==> config.mk <==
export PLATFORM = sky130hd
export DESIGN_NAME = img_pass_sched
export DESIGN_NICKNAME = d
export VERILOG_FILES = /design/src/rtl/img_pkg.sv /design/src/rtl/pass_watchdog.sv /design/src/rtl/img_pass_sched.sv
export SDC_FILE = /design/constraint.sdc
export NUM_CORES = 1
export LEC_CHECK = 0
export CORE_ASPECT_RATIO = 1.4
export CORE_UTILIZATION = 50
export CTS_CLUSTER_SIZE = 30
export DETAILED_ROUTE_END_ITERATION = 7
export GPL_TIMING_DRIVEN = 0
export PLACE_DENSITY = 0.69
export SETUP_SLACK_MARGIN = 0.1
export SYNTH_ARGS = -nofsm -noshare
export SYNTH_HDL_FRONTEND = slang
export SYNTH_SLANG_ARGS = --single-unit
==> constraint.sdc <==
create_clock -name clk -period 3.75 [get_ports clk]
set_input_delay 0.75 -clock clk [delete_from_list [all_inputs] [get_ports clk]]
set_output_delay 0.75 -clock clk [all_outputs]
set_load 0.01 [all_outputs]
==> src/rtl/img_pkg.sv <==
// rtl/img_pkg.sv - shared op codes, FSM states and timing constants for the image pass scheduler
// Contents: op_e (engine op codes), state_e (scheduler FSM), TIMER_W, TIMEOUT_CYC_DFLT, slot_op().
package img_pkg;

    typedef enum logic [1:0] {
        OP_NONE   = 2'd0,
        OP_MIRROR = 2'd1,
        OP_GRAY   = 2'd2,
        OP_SHARP  = 2'd3
    } op_e;

    typedef enum logic [2:0] {
        ST_IDLE   = 3'd0,
        ST_HOST   = 3'd1,
        ST_LAUNCH = 3'd2,
        ST_WAIT   = 3'd3,
        ST_NEXT   = 3'd4,
        ST_DONE   = 3'd5
    } state_e;

    localparam int              TIMER_W          = 20;
    localparam logic [TIMER_W-1:0] TIMEOUT_CYC_DFLT = 20'hFFFFF;
    localparam logic [1:0]      LAST_SLOT        = 2'd2;

    // Pick the 2-bit op for a slot out of the packed three-slot command word.
    function automatic op_e slot_op(input logic [5:0] ops, input logic [1:0] slot);
        case (slot)
            2'd0:    return op_e'(ops[1:0]);
            2'd1:    return op_e'(ops[3:2]);
            default: return op_e'(ops[5:4]);
        endcase
    endfunction

endpackage

==> src/rtl/pass_watchdog.sv <==
// rtl/pass_watchdog.sv - saturating per-pass cycle counter with a limit-reached flag
// Ports: clk, rst_n (async, active-low), clr_i (zero the count), en_i (count this cycle),
//        hit_o (this counted cycle brings the count to LIMIT).
module pass_watchdog
    import img_pkg::*;
#(
    parameter logic [TIMER_W-1:0] LIMIT = TIMEOUT_CYC_DFLT
) (
    input  logic clk,
    input  logic rst_n,
    input  logic clr_i,
    input  logic en_i,
    output logic hit_o
);

    logic [TIMER_W-1:0] cnt_q;
    logic [TIMER_W-1:0] cnt_d;
    logic [TIMER_W-1:0] cnt_inc;

    // Saturate at all-ones so a stuck engine can never wrap the count back under LIMIT.
    assign cnt_inc = (cnt_q == {TIMER_W{1'b1}}) ? cnt_q : cnt_q + 1'b1;

    always_comb begin
        cnt_d = cnt_q;
        if (clr_i) begin
            cnt_d = '0;
        end else if (en_i) begin
            cnt_d = cnt_inc;
        end
    end

    // The count includes the current cycle, so hit_o fires on the LIMIT-th enabled cycle.
    assign hit_o = en_i && !clr_i && (cnt_inc == LIMIT);

    always_ff @(posedge clk or negedge rst_n) begin
        if (!rst_n) begin
            cnt_q <= '0;
        end else begin
            cnt_q <= cnt_d;
        end
    end

endmodule

==> src/rtl/img_pass_sched.sv <==
// rtl/img_pass_sched.sv - sequences up to three image engine passes and arbitrates the image memory port
// Ports: clk, rst_n (async, active-low)
//        cmd_valid/cmd_ops/cmd_ready : host pass-sequence handshake, slot0 = cmd_ops[1:0]
//        host_req/host_gnt           : host ownership of the image memory port
//        eng_start/eng_op/eng_done   : engine launch pulse, op code, completion pulse
//        pass_idx, busy, seq_done, err : status (err is sticky until the next accept)
module img_pass_sched
    import img_pkg::*;
#(
    parameter logic [TIMER_W-1:0] TIMEOUT_CYC = TIMEOUT_CYC_DFLT
) (
    input  logic       clk,
    input  logic       rst_n,
    input  logic       cmd_valid,
    input  logic [5:0] cmd_ops,
    output logic       cmd_ready,
    input  logic       host_req,
    output logic       host_gnt,
    output logic       eng_start,
    output logic [1:0] eng_op,
    input  logic       eng_done,
    output logic [1:0] pass_idx,
    output logic       busy,
    output logic       seq_done,
    output logic       err
);

    state_e     state_q;
    logic [5:0] ops_q;
    logic [1:0] slot_q;
    logic       eng_start_q;
    op_e        eng_op_q;
    logic       seq_done_q;
    logic       err_q;

    op_e        cur_op;
    logic       wd_clr;
    logic       wd_en;
    logic       wd_hit;

    assign cur_op = slot_op(ops_q, slot_q);

    // Timer restarts at every launch and only runs while a pass is outstanding.
    assign wd_clr = (state_q == ST_LAUNCH);
    assign wd_en  = (state_q == ST_WAIT);

    pass_watchdog #(
        .LIMIT (TIMEOUT_CYC)
    ) u_watchdog (
        .clk   (clk),
        .rst_n (rst_n),
        .clr_i (wd_clr),
        .en_i  (wd_en),
        .hit_o (wd_hit)
    );

    always_ff @(posedge clk or negedge rst_n) begin
        if (!rst_n) begin
            state_q     <= ST_IDLE;
            ops_q       <= '0;
            slot_q      <= '0;
            eng_start_q <= 1'b0;
            eng_op_q    <= OP_NONE;
            seq_done_q  <= 1'b0;
            err_q       <= 1'b0;
        end else begin
            eng_start_q <= 1'b0;
            seq_done_q  <= 1'b0;
            case (state_q)
                ST_IDLE: begin
                    // Host has priority so a load/unload is never starved by a queued command.
                    if (host_req) begin
                        state_q <= ST_HOST;
                    end else if (cmd_valid) begin
                        ops_q   <= cmd_ops;
                        slot_q  <= '0;
                        err_q   <= 1'b0;
                        state_q <= ST_LAUNCH;
                    end
                end
                ST_HOST: begin
                    if (!host_req) begin
                        state_q <= ST_IDLE;
                    end
                end
                ST_LAUNCH: begin
                    if (cur_op == OP_NONE) begin
                        state_q <= ST_NEXT;
                    end else begin
                        eng_start_q <= 1'b1;
                        eng_op_q    <= cur_op;
                        state_q     <= ST_WAIT;
                    end
                end
                ST_WAIT: begin
                    // A completion arriving on the timeout cycle still counts as success.
                    if (eng_done) begin
                        state_q <= ST_NEXT;
                    end else if (wd_hit) begin
                        err_q      <= 1'b1;
                        seq_done_q <= 1'b1;
                        state_q    <= ST_DONE;
                    end
                end
                ST_NEXT: begin
                    if (slot_q == LAST_SLOT) begin
                        seq_done_q <= 1'b1;
                        state_q    <= ST_DONE;
                    end else begin
                        slot_q  <= slot_q + 2'd1;
                        state_q <= ST_LAUNCH;
                    end
                end
                ST_DONE: begin
                    eng_op_q <= OP_NONE;
                    state_q  <= ST_IDLE;
                end
                default: begin
                    state_q <= ST_IDLE;
                end
            endcase
        end
    end

    assign cmd_ready = (state_q == ST_IDLE);
    assign host_gnt  = (state_q == ST_HOST);
    assign busy      = (state_q != ST_IDLE) && (state_q != ST_HOST);
    assign eng_start = eng_start_q;
    assign eng_op    = eng_op_q;
    assign pass_idx  = slot_q;
    assign seq_done  = seq_done_q;
    assign err       = err_q;

endmodule
==> qor.yml <==
avgSynthCellArea_um2: 9.08
die_h_um: 84.2
routedWlPerCell_um: 16.2
viasPerCell: 6.01
nFillCells: 422
clock_sinks: 36
final_hold_viol_count: 0
clockBufferDepth: 2
drc: 0
start_kind: "register"
synth_area_leaders: "dfrtp_1, o21ai_0, nand2_1"
crit_chain: "ha_1, nand3_4, nor4_4, nand2b_2, clkbuf_8, o32a_1, or4_4, a211o_1"
cp-end-kind: "register"
antenna_found_initial: 0
crit_fanout: 9
cts_tree: "yes"
path_buf_inv: 1
drv_cap: 0
cts-buffers-inserted: 5
yosysUniqueCellTypes: 54
drive_above_1_share: 0.139
yosysTopAreaCellShare: 0.373
drtAntennaViolNets: 0
max_stage_delay_ps: 510
dp_cells: 348
yosys_warnings: 0
grt_pass1_vias: 2069
async_reset_ff_frac: 1.00
area_delta_synth_final_pct: 15.8
tns_ps: 0
final-seq-area_um2: 901
via_count: 2141
p_per_area_nw_per_um2: 581
tightest_slew_ps: 1000
crit_slowest_cell: "dfrtp_1"
syn_inst: 266
io_pins: 21
yosysSeqAreaShare: 0.373
ys_ff_latch: 36
final_common_cell: "dfrtp_1"
holdBufCountCts: 0
synthesis.nets: 281
start_util: 0.528
period_share: 0.765
worstPathRequired_ps: 3930
core_area_um2: 4570
fin_cells: 356
max_freq_ghz: 0.348
place_congestion: 0.912
cellLeakagePower_uw: 0.00116
track_usage: 0.259
path_class: "reg2reg"
hold_path_class: "reg2reg"
ir_drop_mv: 0.504
num_antenna_cells: 0
cts_root_buf: "clkbuf_8"
synthFlopType: "dfrtp_1"
multi_input_area_um2: 1340
drt-total-wl_um: 5760
fin_util: 0.611
path_clk_slew_ps: 80
rows: 29
grt_overflow_total: 0
setup_viol: 0
slew_viol_final: 0
post_cts_resized: 0
status: "finished clean"
post_cts_buffers: 0
syn_area_um2: 2410
critical-path-top-delay-family: "simple AND/OR/NAND/NOR gates"
die_x_um: 60.7
fin_nets: 308
dp_hpwl_um: 4110
io_buffers: 20
relSlewSlack: 0.325
grt_pass1_wl_um: 9890
crit_arrival_ps: 3050
grt_setup_unrepaired: "false"
htreeDepth: 2
die-area_um2: 5120
drtIter0Drc: 129
layout_common_cells: "dfrtp_1, o21ai_0, nand2_1"
clk_latency_ps: 290
period_needed_ps: 2870
clock_skew_ps: 8.78
drt-pass1-iter-count: 5
grt_max_degree: 37
yosysTopAreaCell: "dfrtp_1"
synth_edf_count: 0
p_total_uw: 1620
## synth_stat cells (4+ instances only)
library cell	count
a31oi_1	6
nor3_1	7
nand3_1	16
and3_1	4
clkbuf_8	6
mux2_2	6
nand2_1	26
a22o_1	8
inv_1	7
mux2i_1	4
o21ai_0	27
o31ai_1	4
clkbuf_1	6
nor2_1	18
ha_1	4
a21oi_1	18
dfrtp_1	36
nand4_1	8
## metrics by stage
| stage | hold WS [ps] | setup slack [ps] | area, µm² |
|---|---|---|---|
| 2_1_floorplan | 454 | 1230 | 2410 |
| 3_3_place_gp | 478 | 930 | 2690 |
| 3_5_place_dp | 486 | 927 | 2690 |
| 4_1_cts | 508 | 914 | 2800 |
| 5_1_grt | 528 | 764 | 2800 |
| 6_report | 500 | 880 | 2800 |
## layout make-up
cell class,instances,area share
Multi-Input combinational cell,205,0.478
Timing Repair Buffer,20,0.0698
Sequential cell,36,0.322
Clock buffer,6,0.0260
Clock inverter,2,0.0125
Tap cell,62,0.0278
Buffer,17,0.0528
Inverter,8,0.0107
## power breakdown
| group | switching [µW] | internal [µW] | total [µW] |
|---|---|---|---|
| sequential | 66.4 | 474 | 541 |
| clock | 141 | 197 | 339 |
| combinational | 420 | 325 | 745 |
| total | 627 | 997 | 1620 |
## final timing paths
kind	from	end	slack, ps	depth (start not counted)
worst max-delay path	u_watchdog.cnt_q[0]$_DFFE_PN0P_	state_q[1]$_DFFE_PN0P_	880	8
worst min-delay path	err$_DFFE_PN0P_	err$_DFFE_PN0P_	500	2
worst max register to register	u_watchdog.cnt_q[0]$_DFFE_PN0P_	state_q[1]$_DFFE_PN0P_	880	8
worst min register to register	err$_DFFE_PN0P_	err$_DFFE_PN0P_	500	2
max in group asynchronous	rst_n	pass_idx[0]$_DFFE_PN0P_	2710	1
min in group asynchronous	rst_n	u_watchdog.cnt_q[0]$_DFFE_PN0P_	530	1
## worst reg2reg max path, stage by stage (launching register included)
cell	delay, ps
dfrtp_1	510
ha_1	380
nand3_4	190
nor4_4	470
nand2b_2	90
clkbuf_8	170
o32a_1	170
or4_4	460
a211o_1	310
## routing by layer
layer	track usage	up-vias	wire, µm
met5	0	-	0
met4	0.0992	0	131
met3	0.0354	11	244
met2	0.441	60	2980
met1	0.321	1029	2400
li1	-	1041	-
## sequential cells by signal, summed over array words and instances (netlist names)
register	cells
u_watchdog.cnt_q	20
ops_q	6
state_q	3
eng_op	2
pass_idx	2
eng_start	1
err	1
seq_done	1
## cell families (layout without fill, tap and decap cells)
group | Yosys count | count (layout) | synth area share
AND/OR/NAND/NOR | 105 | 105 | 0.255
AO/OA/AOI/OAI | 80 | 80 | 0.211
flip-flops | 36 | 36 | 0.373
buffers and inverters | 25 | 53 | 0.0736
multiplexers | 10 | 10 | 0.0446
XOR/XNOR | 6 | 6 | 0.0218
adder cells (fa/ha/maj) | 4 | 4 | 0.0207
Power figures use the tool's default switching activity.
